$ cat src/rtl/axi4_slave_mem_arbiter_if.sv
// ---------------------------------------------------------------------------
// axi4_slave_mem_arbiter_if
//
// Purpose : bundles the requester-side (write/read channel) and RAM-side
//           signals of the single-port memory arbiter.
//
// Signals :
//   wr_req/wr_addr/wr_data/wr_byte_en  write request and payload
//   wr_gnt                             write accepted this cycle
//   rd_req/rd_addr                     read request and address
//   rd_gnt                             read accepted this cycle
//   rd_data/rd_data_valid              read return (fixed latency)
//   ram_en/ram_we/ram_addr/ram_wdata/ram_be  RAM command
//   ram_rdata                          RAM read data (1-cycle latency)
//
// Modports:
//   slave  - the arbiter
//   master - requesters plus the RAM model (everything outside the arbiter)
// ---------------------------------------------------------------------------
interface axi4_slave_mem_arbiter_if #(
    parameter int ADDR_WIDTH    = 32,
    parameter int DATA_WIDTH    = 32,
    parameter int MEM_ADDR_BITS = 12
);
    localparam int BE_WIDTH = DATA_WIDTH / 8;

    // Requester side
    logic                     wr_req;
    logic [ADDR_WIDTH-1:0]    wr_addr;
    logic [DATA_WIDTH-1:0]    wr_data;
    logic [BE_WIDTH-1:0]      wr_byte_en;
    logic                     wr_gnt;
    logic                     rd_req;
    logic [ADDR_WIDTH-1:0]    rd_addr;
    logic                     rd_gnt;
    logic [DATA_WIDTH-1:0]    rd_data;
    logic                     rd_data_valid;

    // RAM side
    logic                     ram_en;
    logic                     ram_we;
    logic [MEM_ADDR_BITS-1:0] ram_addr;
    logic [DATA_WIDTH-1:0]    ram_wdata;
    logic [BE_WIDTH-1:0]      ram_be;
    logic [DATA_WIDTH-1:0]    ram_rdata;

    modport slave (
        input  wr_req, wr_addr, wr_data, wr_byte_en,
        input  rd_req, rd_addr,
        input  ram_rdata,
        output wr_gnt, rd_gnt, rd_data, rd_data_valid,
        output ram_en, ram_we, ram_addr, ram_wdata, ram_be
    );

    modport master (
        output wr_req, wr_addr, wr_data, wr_byte_en,
        output rd_req, rd_addr,
        output ram_rdata,
        input  wr_gnt, rd_gnt, rd_data, rd_data_valid,
        input  ram_en, ram_we, ram_addr, ram_wdata, ram_be
    );
endinterface

$ cat src/rtl/axi4_slave_mem_arbiter.sv
// ---------------------------------------------------------------------------
// axi4_slave_mem_arbiter
//
// Purpose : shares one single-port synchronous RAM (1-cycle read latency)
//           between a write requester and a read requester. Arbitration is
//           write-priority with a starvation guard; optionally one dead
//           cycle is inserted whenever the grant direction changes.
//           Read data returns two cycles after the read grant.
//
// Ports   :
//   CLK  - clock
//   RST  - synchronous active-high reset
//   bus  - axi4_slave_mem_arbiter_if.slave (requester + RAM signals)
//
// Parameters:
//   ADDR_WIDTH     requester address width
//   DATA_WIDTH     data width, multiple of 8
//   MEM_ADDR_BITS  RAM word-index width (<= ADDR_WIDTH)
//   MAX_WR_STREAK  write grants allowed in a row while a read waits (1..255)
//   TURNAROUND     1 = one idle cycle on grant direction change
// ---------------------------------------------------------------------------
module axi4_slave_mem_arbiter #(
    parameter int ADDR_WIDTH    = 32,
    parameter int DATA_WIDTH    = 32,
    parameter int MEM_ADDR_BITS = 12,
    parameter int MAX_WR_STREAK = 4,
    parameter int TURNAROUND    = 0
) (
    input logic                     CLK,
    input logic                     RST,
    axi4_slave_mem_arbiter_if.slave bus
);
    localparam int         BE_WIDTH   = DATA_WIDTH / 8;
    localparam logic [7:0] STREAK_MAX = 8'(MAX_WR_STREAK);

    typedef enum logic [1:0] {
        IDLE = 2'd0,
        WR   = 2'd1,
        RD   = 2'd2,
        TURN = 2'd3
    } state_e;

    // Registered state
    state_e                   state_q,     state_d;
    logic [7:0]               wr_streak_q, wr_streak_d;
    logic                     rd_pend_q,   rd_pend_d;   // read strobe issued last cycle
    logic                     rd_valid_q,  rd_valid_d;
    logic [DATA_WIDTH-1:0]    rd_data_q,   rd_data_d;
    logic                     ram_we_q,    ram_we_d;
    logic [MEM_ADDR_BITS-1:0] ram_addr_q,  ram_addr_d;
    logic [DATA_WIDTH-1:0]    ram_wdata_q, ram_wdata_d;
    logic [BE_WIDTH-1:0]      ram_be_q,    ram_be_d;

    // Arbitration
    logic                  win_wr;
    logic                  win_rd;
    logic                  turn_stall;
    logic                  wr_gnt;
    logic                  rd_gnt;
    logic [ADDR_WIDTH-1:0] sel_addr;
    logic [ADDR_WIDTH-1:0] unused_sel_addr;

    // Upper address bits are intentionally dropped; this keeps the full
    // selected address visibly consumed.
    assign unused_sel_addr = sel_addr;

    // -----------------------------------------------------------------------
    // Grant decision
    // -----------------------------------------------------------------------
    always_comb begin
        // NOTE: every signal written in an always_comb gets a default first,
        // so no path leaves it unassigned and no latch is inferred.
        win_wr     = 1'b0;
        win_rd     = 1'b0;
        turn_stall = 1'b0;
        wr_gnt     = 1'b0;
        rd_gnt     = 1'b0;

        // Write wins unless the starvation guard has tripped with a read waiting.
        win_wr = bus.wr_req && !(bus.rd_req && (wr_streak_q == STREAK_MAX));
        win_rd = bus.rd_req && !win_wr;

        // A direction change out of WR or RD costs one dead cycle. From IDLE
        // and from TURN the winner is granted straight away.
        if (TURNAROUND != 0) begin
            turn_stall = ((state_q == WR) && win_rd) || ((state_q == RD) && win_wr);
        end

        wr_gnt = !RST && win_wr && !turn_stall;
        rd_gnt = !RST && win_rd && !turn_stall;
    end

    // -----------------------------------------------------------------------
    // Next state: FSM, streak counter, RAM command hold registers, read pipe
    // -----------------------------------------------------------------------
    always_comb begin
        state_d     = state_q;
        wr_streak_d = wr_streak_q;
        ram_we_d    = ram_we_q;
        ram_addr_d  = ram_addr_q;
        ram_wdata_d = ram_wdata_q;
        ram_be_d    = ram_be_q;
        sel_addr    = wr_gnt ? bus.wr_addr : bus.rd_addr;

        // FSM
        if (wr_gnt) begin
            state_d = WR;
        end else if (rd_gnt) begin
            state_d = RD;
        end else if (turn_stall) begin
            state_d = TURN;
        end else if (!bus.wr_req && !bus.rd_req) begin
            state_d = IDLE;
        end

        // Streak counts writes that jumped ahead of a waiting read. It is
        // frozen on the dead cycle so the pending direction change cannot
        // reset or advance it.
        if (turn_stall) begin
            wr_streak_d = wr_streak_q;
        end else if (rd_gnt || !bus.rd_req) begin
            wr_streak_d = 8'd0;
        end else if (wr_gnt && (wr_streak_q != STREAK_MAX)) begin
            wr_streak_d = wr_streak_q + 8'd1;
        end

        // RAM command: updated on a grant, held otherwise.
        if (wr_gnt) begin
            ram_we_d    = 1'b1;
            ram_addr_d  = sel_addr[MEM_ADDR_BITS-1:0];
            ram_wdata_d = bus.wr_data;
            ram_be_d    = bus.wr_byte_en;
        end else if (rd_gnt) begin
            ram_we_d   = 1'b0;
            ram_addr_d = sel_addr[MEM_ADDR_BITS-1:0];
            ram_be_d   = '0;
        end

        // While in reset the combinational RAM outputs show the reset values.
        if (RST) begin
            state_d     = IDLE;
            wr_streak_d = 8'd0;
            ram_we_d    = 1'b0;
            ram_addr_d  = '0;
            ram_wdata_d = '0;
            ram_be_d    = '0;
        end
    end

    // Read return pipeline: grant in N, RAM data valid in N+1, registered
    // into rd_data at the end of N+1, presented in N+2.
    always_comb begin
        rd_pend_d  = rd_gnt;
        rd_valid_d = rd_pend_q;
        rd_data_d  = rd_pend_q ? bus.ram_rdata : rd_data_q;
    end

    // -----------------------------------------------------------------------
    // State registers
    // -----------------------------------------------------------------------
    // NOTE: sequential state uses non-blocking assignments only, so every
    // flop samples the pre-edge value of every other flop.
    always_ff @(posedge CLK) begin
        if (RST) begin
            state_q     <= IDLE;
            wr_streak_q <= 8'd0;
            rd_pend_q   <= 1'b0;
            rd_valid_q  <= 1'b0;
            rd_data_q   <= '0;
            ram_we_q    <= 1'b0;
            ram_addr_q  <= '0;
            ram_wdata_q <= '0;
            ram_be_q    <= '0;
        end else begin
            state_q     <= state_d;
            wr_streak_q <= wr_streak_d;
            rd_pend_q   <= rd_pend_d;
            rd_valid_q  <= rd_valid_d;
            rd_data_q   <= rd_data_d;
            ram_we_q    <= ram_we_d;
            ram_addr_q  <= ram_addr_d;
            ram_wdata_q <= ram_wdata_d;
            ram_be_q    <= ram_be_d;
        end
    end

    // -----------------------------------------------------------------------
    // Outputs
    // -----------------------------------------------------------------------
    assign bus.wr_gnt        = wr_gnt;
    assign bus.rd_gnt        = rd_gnt;
    assign bus.ram_en        = wr_gnt || rd_gnt;
    assign bus.ram_we        = ram_we_d;
    assign bus.ram_addr      = ram_addr_d;
    assign bus.ram_wdata     = ram_wdata_d;
    assign bus.ram_be        = ram_be_d;
    assign bus.rd_data       = rd_data_q;
    assign bus.rd_data_valid = rd_valid_q;

endmodule

$ cat src/flat_wrapper.sv
// flat-port wrapper written by rule: the top's interface ports become plain ports
module axi4_slave_mem_arbiter_flat 
#(
    parameter int ADDR_WIDTH    = 32,
    parameter int DATA_WIDTH    = 32,
    parameter int MEM_ADDR_BITS = 12,
    parameter int MAX_WR_STREAK = 4,
    parameter int TURNAROUND    = 0
)
  (CLK, RST, bus_wr_req, bus_wr_addr, bus_wr_data, bus_wr_byte_en, bus_rd_req, bus_rd_addr, bus_ram_rdata, bus_wr_gnt, bus_rd_gnt, bus_rd_data, bus_rd_data_valid, bus_ram_en, bus_ram_we, bus_ram_addr, bus_ram_wdata, bus_ram_be);
  axi4_slave_mem_arbiter_if #(.ADDR_WIDTH(ADDR_WIDTH), .DATA_WIDTH(DATA_WIDTH), .MEM_ADDR_BITS(MEM_ADDR_BITS)) bus_i ();
  input logic CLK;
  input logic RST;
  input wire logic [$bits(bus_i.wr_req)-1:0] bus_wr_req;
  input wire logic [$bits(bus_i.wr_addr)-1:0] bus_wr_addr;
  input wire logic [$bits(bus_i.wr_data)-1:0] bus_wr_data;
  input wire logic [$bits(bus_i.wr_byte_en)-1:0] bus_wr_byte_en;
  input wire logic [$bits(bus_i.rd_req)-1:0] bus_rd_req;
  input wire logic [$bits(bus_i.rd_addr)-1:0] bus_rd_addr;
  input wire logic [$bits(bus_i.ram_rdata)-1:0] bus_ram_rdata;
  output wire logic [$bits(bus_i.wr_gnt)-1:0] bus_wr_gnt;
  output wire logic [$bits(bus_i.rd_gnt)-1:0] bus_rd_gnt;
  output wire logic [$bits(bus_i.rd_data)-1:0] bus_rd_data;
  output wire logic [$bits(bus_i.rd_data_valid)-1:0] bus_rd_data_valid;
  output wire logic [$bits(bus_i.ram_en)-1:0] bus_ram_en;
  output wire logic [$bits(bus_i.ram_we)-1:0] bus_ram_we;
  output wire logic [$bits(bus_i.ram_addr)-1:0] bus_ram_addr;
  output wire logic [$bits(bus_i.ram_wdata)-1:0] bus_ram_wdata;
  output wire logic [$bits(bus_i.ram_be)-1:0] bus_ram_be;
  assign bus_i.wr_req = bus_wr_req;
  assign bus_i.wr_addr = bus_wr_addr;
  assign bus_i.wr_data = bus_wr_data;
  assign bus_i.wr_byte_en = bus_wr_byte_en;
  assign bus_i.rd_req = bus_rd_req;
  assign bus_i.rd_addr = bus_rd_addr;
  assign bus_i.ram_rdata = bus_ram_rdata;
  assign bus_wr_gnt = bus_i.wr_gnt;
  assign bus_rd_gnt = bus_i.rd_gnt;
  assign bus_rd_data = bus_i.rd_data;
  assign bus_rd_data_valid = bus_i.rd_data_valid;
  assign bus_ram_en = bus_i.ram_en;
  assign bus_ram_we = bus_i.ram_we;
  assign bus_ram_addr = bus_i.ram_addr;
  assign bus_ram_wdata = bus_i.ram_wdata;
  assign bus_ram_be = bus_i.ram_be;
  axi4_slave_mem_arbiter #(.ADDR_WIDTH(ADDR_WIDTH), .DATA_WIDTH(DATA_WIDTH), .MEM_ADDR_BITS(MEM_ADDR_BITS), .MAX_WR_STREAK(MAX_WR_STREAK), .TURNAROUND(TURNAROUND)) u_core (.CLK(CLK), .RST(RST), .bus(bus_i));
endmodule
$ cat config.mk
export PLATFORM = sky130hd
export DESIGN_NAME = axi4_slave_mem_arbiter_flat
export DESIGN_NICKNAME = d
export VERILOG_FILES = /design/src/rtl/axi4_slave_mem_arbiter_if.sv /design/src/rtl/axi4_slave_mem_arbiter.sv /design/src/flat_wrapper.sv
export SDC_FILE = /design/constraint.sdc
export NUM_CORES = 1
export LEC_CHECK = 0
export BUFFER_PORTS_ARGS = -buffer_cell sky130_fd_sc_hd__buf_2
export CORE_MARGIN = 2
export CORE_UTILIZATION = 46
export CTS_CLUSTER_DIAMETER = 50
export DETAILED_ROUTE_END_ITERATION = 16
export PLACE_DENSITY = 0.81
export SLEW_MARGIN = 20
export SYNTH_ARGS = -nofsm -noshare
export SYNTH_HDL_FRONTEND = slang
export SYNTH_SLANG_ARGS = --single-unit
$ cat constraint.sdc
create_clock -name CLK -period 2.35 [get_ports CLK]
set_input_delay 0.1175 -clock CLK [delete_from_list [all_inputs] [get_ports CLK]]
set_output_delay 0.1175 -clock CLK [all_outputs]
set_load 0.05 [all_outputs]
==> results of run 1 <==
==> kinds of logic after synthesis <==
logic type / synth area share, %
AOI/OAI and AO/OA: 12.00
xor gates and xnor gates: 0.4067
adders and majority gates: 0.5808
buffers and inverters: 5.199
DFF: 42.29
muxes: 25.09
and+or+nand+nor: 14.44
==> sequential cells by signal, summed over array words and instances (netlist names) <==
register / flops
u_core.bus.rd_data_valid: 1
u_core.bus.rd_data: 32
u_core.wr_streak_q: 8
u_core.ram_be_q: 4
u_core.ram_we_q: 1
u_core.rd_pend_q: 1
u_core.ram_wdata_q: 32
u_core.ram_addr_q: 12
==> timing repair <==
item                                   in CTS  in global routing
cloned                                      6                  3
endpoints found under the hold margin      28                  1
setup endpoints to repair                  51                 51
hold buffers                               28                  1
pin swaps                                   6                  6
resized for setup                         100                 15
setup buffers                               3                  2
==> cells in the mapped netlist, types with 4 or more instances <==
cell type	count
nor3b_1	12
dfxtp_1	91
nand2_1	65
buf_2	8
a21oi_1	5
clkbuf_1	23
mux2i_1	108
nor4b_1	4
o221a_1	20
buf_6	6
o221a_2	4
nand3_1	4
a31o_2	8
a211oi_1	12
inv_1	6
nor2_1	37
==> path summary, 6_finish.rpt <==
path,end,cells after the start
max,bus_ram_wdata[22],7
min,u_core.bus.rd_data[29]$_SDFFE_PP0P_,3
max reg2reg,u_core.ram_addr_q[11]$_SDFF_PP0_,5
min reg2reg,u_core.ram_wdata_q[5]$_SDFF_PP0_,2
==> critical path: cells and delay by family, from the launching register on <==
family | cells | cell delay (ps)
AND/OR/NAND/NOR | 1 | 510
buffers and inverters | 3 | 450
AO/OA/AOI/OAI | 1 | 390
flip-flops | 1 | 340
multiplexers | 1 | 180
adder cells (fa/ha/maj) | 1 | 120
==> through the flow <==
stage	setup WS [ps]	std cells	setup TNS [ps]
2_1_floorplan	-163.8	441	-1256
4_1_cts	-182.0	762	-5979
6_report	-124.9	768	-4415
3_3_place_gp	101.2	709	0
3_5_place_dp	82.12	709	0
5_1_grt	-204.2	768	-8189
==> metal layers <==
| metal | vias to the layer above | part of all wire (%) | track usage (%) |
|---|---|---|---|
| met3 | 13 | 7.9 | 7.559 |
| met5 | - | 0 | 0 |
| li1 | 2027 | - | - |
| met4 | 0 | 1.0 | 6.322 |
| met2 | 154 | 50 | 41.85 |
| met1 | 1946 | 41 | 27.17 |
==> power by group through the flow <==
stage	Clock (mW)	Combinational [mW]	Sequential, mW
floorplan	0	0.562	1.74
finish	1.04	1.04	1.64
CTS	1.08	1.00	1.64
detailed placement	0	0.855	1.67
global placement	0	0.835	1.67
global route	1.14	1.09	1.65
==> cell type report <==
cell class	instances	area [sq um]	share of cell area (%)
inverters	6	22.52	0.3339
flip-flops and latches	91	1826	27.06
repair buffers	236	1903	28.21
multi-input cells	308	2664	39.49
well taps	111	138.9	2.059
clock buffers	9	123.9	1.836
clock inverters	7	67.56	1.002
==> results.toml, run 1 <==
[run_status]
status = "complete, but fails checks"
violations = "hold timing, setup timing"

[clock_network]
cts_buffer_depth = 2
numClockSinks = 91
cts_max_level = 3
cts-root-buf = "clkbuf_8"
clock_latency_ps = 370
cts_tree = "yes"
cts_buffers = 9
clk_pin_slew_ps = 110

[worst_setup_path]
cp-end-kind = "output pin"
rrSetupSlack_ps = 140
cp_max_fo = 12
max_stage_delay_ps = 510
crit_required_ps = 2230
r2r_start = "u_core.wr_streak_q[0]$_SDFFE_PP0P_"
crit_start = "u_core.wr_streak_q[0]$_SDFFE_PP0P_"
path_class = "flip-flop to output pin"
cp.arrival_ps = 2360
cp-start-kind = "flip-flop"
slowest_stage = "or4b_4"
worstPathCellList = "inv_2, ha_4, or4b_4, o31a_4, buf_16, mux2i_4, buf_6"

[final_layout]
area_growth_pct = 56.58
layout_commonest_cell = "buf_2"
antenna_cells = 0
fin_util_pct = 73.70
nets = 790
drive_gt1_share_pct = 42.31
fillCellCount = 599
final_area_sq_mm = 0.006745
layout.cells.most_common_list = "129 x buf_2, 88 x dfxtp_1, 82 x mux2i_1, 65 x nand2_1, 45 x buf_6"

[route]
wl_mm = 12.48
vias = 4140
viasPerCell = 5.391
route.detailed.drc = 0
wl_per_cell_um = 16.25
first_pass_iters = 4
drtAntennaViolNets = 0
drt_iter0_drc = 120

[placement]
hpwl_mm = 7.511
port_buffers = 180
gp_congestion = 0.7681
place_area_sq_mm = 0.005649

[pwr]
vdd_drop_max_mv = 0.3488
swShare_pct = 33.51
leakagePower_nw = 2.972
combPwrFrac_pct = 27.9
total_power_mw = 3.721
sequentialPowerShare_pct = 44.1
p_int_mw = 2.474
power.switching_mw = 1.247
p_clk_share_pct = 28.1
p_per_area_mw_per_mm2 = 551.6

[logic_synthesis]
synth_area_leaders = "dfxtp_1 42%, mux2i_1 25%, nand2_1 5.7%"
synth_seq_area_share_pct = 42.29
syn_area_sq_mm = 0.004308
yosys.cell_types.count = 34
synth-edff-count = 0
yosys_warnings = 0
async_reset_ff_share_pct = 0
yosysTopAreaCellShare_pct = 42.29
synthCells = 441
synth_top_area_cell = "dfxtp_1"
synthFlopType = "dfxtp_1"
ys_seq_elements = 91
syn_avg_cell_area_sq_um = 9.768
synth_fp_nets = 579

[floorplan]
fp.dieH_um = 100.8
io_pins = 221
start_util_pct = 47.07
die_x_um = 100.8
num_rows = 35
die_area_sq_mm = 0.01015
coreArea_sq_mm = 0.009153

[sta]
worstMarginPinSlew_ps = 668.5
min_period_ps = 2475
finalCritPeriodShare_pct = 105.3
rsz0062_at_grt = "yes"
setup_ws_ps = -124.9
timing.fmax_mhz = 404.1
setup_viol = 51
finalHoldViolCount = 1
hold_slack_ps = -3.390
relSlewSlack_pct = 55.39
drv_slew = 0
clock_skew_ps = 11.44

[grt]
grt_overflow = 0
grt_pass1_wl_mm = 19.04
antenna_found_initial = 0
first_global_vias = 4104
grt_use_total_pct = 23.55
grt_start_max_net_pins = 38

[hold_path]
hold_path.startpoint = "bus_ram_rdata[29]"
hold_class = "input pin to flip-flop"

[job]
maxCapViolCount = 0
(Power assumes the default switching activity.)
==> run 2, diff against run 1 <==
--- a/config.mk
+++ b/config.mk
@@ -5,12 +5,13 @@
 export SDC_FILE = /design/constraint.sdc
 export NUM_CORES = 1
 export LEC_CHECK = 0
+export ABC_AREA = 1
 export BUFFER_PORTS_ARGS = -buffer_cell sky130_fd_sc_hd__buf_2
 export CORE_MARGIN = 2
-export CORE_UTILIZATION = 46
+export CORE_UTILIZATION = 43
 export CTS_CLUSTER_DIAMETER = 50
 export DETAILED_ROUTE_END_ITERATION = 16
-export PLACE_DENSITY = 0.81
+export PLACE_DENSITY = 0.79
 export SLEW_MARGIN = 20
 export SYNTH_ARGS = -nofsm -noshare
 export SYNTH_HDL_FRONTEND = slang
==> results.toml, run 2 <==
[route]
vias = 4183
drt_iter0_drc = 147
wl_per_cell_um = 14.24
drtAntennaViolNets = 0
first_pass_iters = 4
route.detailed.drc = 0
wl_mm = 11.82
viasPerCell = 5.040

[clock_network]
cts_buffer_depth = 2
clock_latency_ps = 350
cts_tree = "yes"
cts_max_level = 3
cts-root-buf = "clkbuf_8"
clk_pin_slew_ps = 80
cts_buffers = 9
numClockSinks = 91

[sta]
hold_slack_ps = 12.99
clock_skew_ps = 14.86
finalHoldViolCount = 0
drv_slew = 0
finalCritPeriodShare_pct = 95.41
rsz0062_at_grt = "yes"
relSlewSlack_pct = 61.24
setup_viol = 0
timing.fmax_mhz = 446.0
worstMarginPinSlew_ps = 581.4
min_period_ps = 2242

[logic_synthesis]
synth-edff-count = 0
synth_fp_nets = 644
yosysTopAreaCellShare_pct = 48.81
syn_avg_cell_area_sq_um = 7.376
synthCells = 506
synth_seq_area_share_pct = 48.81
syn_area_sq_mm = 0.003732
yosys_warnings = 0
synth_area_leaders = "dfxtp_1 49%, nor2_1 13%, nand2_1 9.7%"
yosys.cell_types.count = 26
synth.most_common_cell = "nor2_1"
yosys-top-cells-count = "126 x nor2_1, 96 x nand2_1, 91 x dfxtp_1, 58 x o21ai_0, 56 x a21oi_1"
synthFlopType = "dfxtp_1"
ys_seq_elements = 91
async_reset_ff_share_pct = 0
synth_top_area_cell = "dfxtp_1"

[floorplan]
die_area_sq_mm = 0.009441
io_pins = 221
die_x_um = 97.17
start_util_pct = 44.97
coreArea_sq_mm = 0.008299
num_rows = 33
fp.dieH_um = 97.17

[job]
maxCapViolCount = 0

[final_layout]
multi_input_area_sq_mm = 0.001807
layout_commonest_cell = "buf_2"
nets = 858
antenna_cells = 0
drive_gt1_share_pct = 34.90
layout.cells.most_common_list = "137 x buf_2, 126 x nor2_1, 93 x nand2_1, 90 x dfxtp_1, 50 x a21oi_1"
layoutNonFillerInstCount = 830
seqCellArea_sq_mm = 0.001823
area_growth_pct = 51.66
fillCellCount = 666

[worst_setup_path]
r2r-end = "u_core.ram_be_q[1]$_SDFF_PP0_"
crit_start = "u_core.wr_streak_q[0]$_SDFFE_PP0P_"
cp.arrival_ps = 2120
rrSetupSlack_ps = 620
cp-start-kind = "flip-flop"
path_class = "flip-flop to output pin"
cp-end-kind = "output pin"
cp_max_fo = 10
r2r_start = "u_core.wr_streak_q[0]$_SDFFE_PP0P_"
endpoint = "bus_ram_addr[8]"
max_stage_delay_ps = 340
worstPathCellList = "inv_1, ha_2, nand3_2, nor2_4, nand2_4, nand3_4, buf_12, nand2_1, a21oi_2, nor2_1, clkbuf_4"
crit_required_ps = 2230
reg2reg_depth = 9
slowest_stage = "dfxtp_2"

[pwr]
p_per_area_mw_per_mm2 = 635.0
leakagePower_nw = 2.735
vdd_drop_max_mv = 0.5042

[grt]
antenna_found_initial = 0
grt_use_total_pct = 23.14
grt_overflow = 0
grt_start_max_net_pins = 58
first_global_vias = 4125
grt_pass1_wl_mm = 18.33

[placement]
hpwl_mm = 7.135
dp.cells = 769
port_buffers = 180
gp_congestion = 0.8244

[run_status]
status = "complete, no violations"

[hold_path]
hold_class = "input pin to flip-flop"
hold_path.startpoint = "bus_wr_data[19]"
run 2: cell types whose count changed in the layout (fill, tap and decap cells not counted), sizes merged, moves of 24 or more:
cell   before  now
a21oi       5   64
mux2i     108    0
o221a      24    0
nor2       37  128
o21ai       4   61
nand2      65  101
run 2: layer usage:
layer  wire (um)  global-route usage, %  share of wire (%)
met2        6289                  42.25                 53
met5           0                      0                  0
met1        4567                  25.16                 39
met3         593                  5.540                5.0
met4         371                  10.62                3.1
run 2: worst min path at each step:
stage                     slack [ps]  depth (start not counted)                                  end
after floorplan                  250                          2        u_core.ram_be_q[0]$_SDFF_PP0_
after global placement           340                          3  u_core.bus.rd_data[19]$_SDFFE_PP0P_
after detailed placement         350                          3   u_core.bus.rd_data[6]$_SDFFE_PP0P_
after CTS                        0.3                          3    u_core.ram_wdata_q[14]$_SDFF_PP0_
after global routing               1                          3    u_core.ram_wdata_q[22]$_SDFF_PP0_
final                             10                          3    u_core.ram_wdata_q[19]$_SDFF_PP0_
run 2: per-stage QoR:
| stage | util, % | power [mW] | TNS, ps | area [sq um] | setup WS, ps |
|---|---|---|---|---|---|
| 3_5_place_dp | 56.35 | 2.412 | 0 | 4677 | 212.7 |
| 4_1_cts | 64.56 | 3.548 | 0 | 5358 | 7.994 |
| 2_1_floorplan | - | 2.203 | -92.09 | 3732 | -23.02 |
| 5_1_grt | 68.20 | 3.755 | -229.5 | 5660 | -39.10 |
| 3_3_place_gp | 56.35 | 2.395 | 0 | 4677 | 247.7 |
| 6_report | 68.20 | 3.594 | 0 | 5660 | 107.9 |
run 2: cell type report:
cell class / instances / area share, %
Sequential cell: 91 / 32.21
Multi-Input combinational cell: 368 / 31.92
Timing Repair Buffer: 230 / 28.38
Clock buffer: 14 / 3.404
Tap cell: 105 / 2.321
Inverter: 20 / 1.481
Clock inverter: 2 / 0.2874
run 2: what timing repair did:
action	4_1_cts	5_1_grt
hold buffers	33	1
hold endpoints to repair	33	1
buffers inserted	2	5
pin swaps	1	6
endpoints found under the setup margin	39	48
gates cloned	1	3
gates resized for setup	39	61
run 2: critical path, delay by kind of cell, from the launching register on:
family	cells	cell delay (ps)
adders and majority gates	1	190
buffers and inverters	3	430
and+or+nand+nor	6	670
AOI/OAI and AO/OA	1	140
DFF	1	340
run 2: cell families after synthesis:
kind of cell,after synthesis,synth area share (%)
and+or+nand+nor,235,25.68
DFF,91,48.81
xor gates and xnor gates,2,0.4694
adders and majority gates,2,0.6704
buffers and inverters,48,5.900
AOI/OAI and AO/OA,128,18.47
run 2: where the power goes:
part / switching (mW) / internal (mW)
sequential: 0.0347 / 1.62
combinational: 0.574 / 0.299
clock: 0.531 / 0.532
==> run 3, diff against run 2 <==
--- a/config.mk
+++ b/config.mk
@@ -12,6 +12,7 @@
 export CTS_CLUSTER_DIAMETER = 50
 export DETAILED_ROUTE_END_ITERATION = 16
 export PLACE_DENSITY = 0.79
+export SETUP_SLACK_MARGIN = 0.5
 export SLEW_MARGIN = 20
 export SYNTH_ARGS = -nofsm -noshare
 export SYNTH_HDL_FRONTEND = slang
==> results.toml, run 3 (synthesis results as in run 2) <==
[run_status]
status = "complete, no violations"

[sta]
drv_slew = 0
finalHoldViolCount = 0
min_period_ps = 2190
setup_viol = 0
finalCritPeriodShare_pct = 93.17
rsz0062_at_grt = "yes"
worstMarginPinSlew_ps = 882.5
clock_skew_ps = 13.07
setup_ws_ps = 160.4
hold_slack_ps = 19.68
relSlewSlack_pct = 41.17
finalSetupTns_ps = 0
timing.fmax_mhz = 456.7

[worst_setup_path]
path_class = "flip-flop to output pin"
cp-end-kind = "output pin"
critical_path.top_delay_family = "simple AND/OR/NAND/NOR gates"
critical_path_buf_inv_count = 4
cp-start-kind = "flip-flop"
path_depth = 12
crit_start = "u_core.wr_streak_q[0]$_SDFFE_PP0P_"
max_stage_delay_ps = 340
worstPathCellList = "inv_2, ha_4, nand3_4, nor2_4, nand2_4, nand2_8, buf_12, nand2_8, buf_12, a21oi_4, nor2_2, buf_6"
slowest_stage = "dfxtp_2"
reg2reg_depth = 14
crit_required_ps = 2230
cp_max_fo = 7
r2r_start = "u_core.wr_streak_q[0]$_SDFFE_PP0P_"
cp.arrival_ps = 2070

[route]
drtAntennaViolNets = 0
drt_iter0_drc = 153
viasPerCell = 5.199
wl_per_cell_um = 16.06
first_pass_iters = 4
wl_mm = 13.83
vias = 4476
route.detailed.drc = 0

[pwr]
leakagePower_nw = 3.090
total_power_mw = 3.971
p_per_area_mw_per_mm2 = 584.0
p_clk_share_pct = 30.1
swShare_pct = 32.96
vdd_drop_max_mv = 0.3874
power.switching_mw = 1.309
p_int_mw = 2.662
sequentialPowerShare_pct = 42.1
combPwrFrac_pct = 27.8

[floorplan]
start_util_pct = 44.97
coreArea_sq_mm = 0.008299
die_area_sq_mm = 0.009441
fp.dieH_um = 97.17
die_x_um = 97.17
io_pins = 221
num_rows = 33

[placement]
hpwl_mm = 7.260
port_buffers = 180
place_ws_ps = 230.7
gp_congestion = 0.8559

[final_layout]
layout.cells.most_common_list = "128 x buf_2, 101 x nor2_1, 88 x dfxtp_1, 71 x nand2_1, 47 x buf_6"
area_growth_pct = 82.20
nets = 889
layout_commonest_cell = "buf_2"
drive_gt1_share_pct = 48.02
fin_util_pct = 81.94
antenna_cells = 0

[clock_network]
cts-root-buf = "clkbuf_8"
clk_pin_slew_ps = 90
numClockSinks = 91
clock_latency_ps = 350
cts_buffers = 9
cts_tree = "yes"
cts_buffer_depth = 2
cts_max_level = 3

[job]
maxCapViolCount = 0

[grt]
grt_overflow = 0
antenna_found_initial = 0
grt_pass1_wl_mm = 22.23
first_global_vias = 4732
grt_start_max_net_pins = 52
grt_use_total_pct = 28.69

[hold_path]
hold_class = "input pin to flip-flop"
hold_path.startpoint = "bus_ram_rdata[23]"
whs_path_depth = 3
[run 3: area by class of cell]
class | instances | area, sq um
Sequential cell | 91 | 1826
Clock buffer | 9 | 123.9
Inverter | 20 | 86.33
Tap cell | 105 | 131.4
Multi-Input combinational cell | 370 | 2421
Timing Repair Buffer | 259 | 2113
Clock inverter | 7 | 98.84
Fill cell | 458 | 1499
[run 3: final timing paths]
path	to	slack (ps)
worst min-delay path	u_core.bus.rd_data[23]$_SDFFE_PP0P_	20
worst min register to register	u_core.ram_addr_q[0]$_SDFF_PP0_	490
worst max-delay path	bus_ram_addr[5]	160
worst max register to register	u_core.ram_addr_q[2]$_SDFF_PP0_	400
[run 3: power by group through the flow]
stage | Clock [mW] | Sequential, mW | Combinational (mW)
2_1_floorplan | 0 | 1.78 | 0.486
3_3_place_gp | 0 | 1.68 | 0.783
3_5_place_dp | 0 | 1.69 | 0.795
4_1_cts | 1.19 | 1.67 | 1.05
5_1_grt | 1.27 | 1.68 | 1.16
6_report | 1.19 | 1.67 | 1.10
[run 3: worst register-to-register path, cell delays in order, from the launching register on]
cell	delay (ps)
dfxtp_2	340
inv_2	70
ha_4	160
nand3_4	70
nor2_4	140
nand2_4	90
nand2_8	130
buf_12	120
nand2_8	70
buf_12	170
a21oi_4	160
buf_4	130
buf_4	90
buf_4	90
nor2_1	30
[run 3: per-layer routing]
layer	vias up	part of all wire [%]	wire length [um]	track usage, %
li1	2124	-	-	-
met1	2110	37	5058	31.50
met2	197	53	7383	52.14
met3	45	6.6	919	7.482
met4	0	3.4	471	12.03
met5	-	0	0	0
[run 3: timing repair]
action | in CTS | in global routing
setup buffers | 29 | 8
hold buffers | 31 | 0
endpoints found under the hold margin | 31 | 0
resized for setup | 210 | 18
pin swaps | 43 | 10
setup endpoints to repair | 76 | 56
gates cloned | 4 | 1
[run 3: per-stage QoR]
step / instances / cell area, sq um
floorplan: 506 / 4073
global placement: 772 / 5040
detailed placement: 772 / 5040
CTS: 852 / 6648
global route: 861 / 6800
finish: 861 / 6800
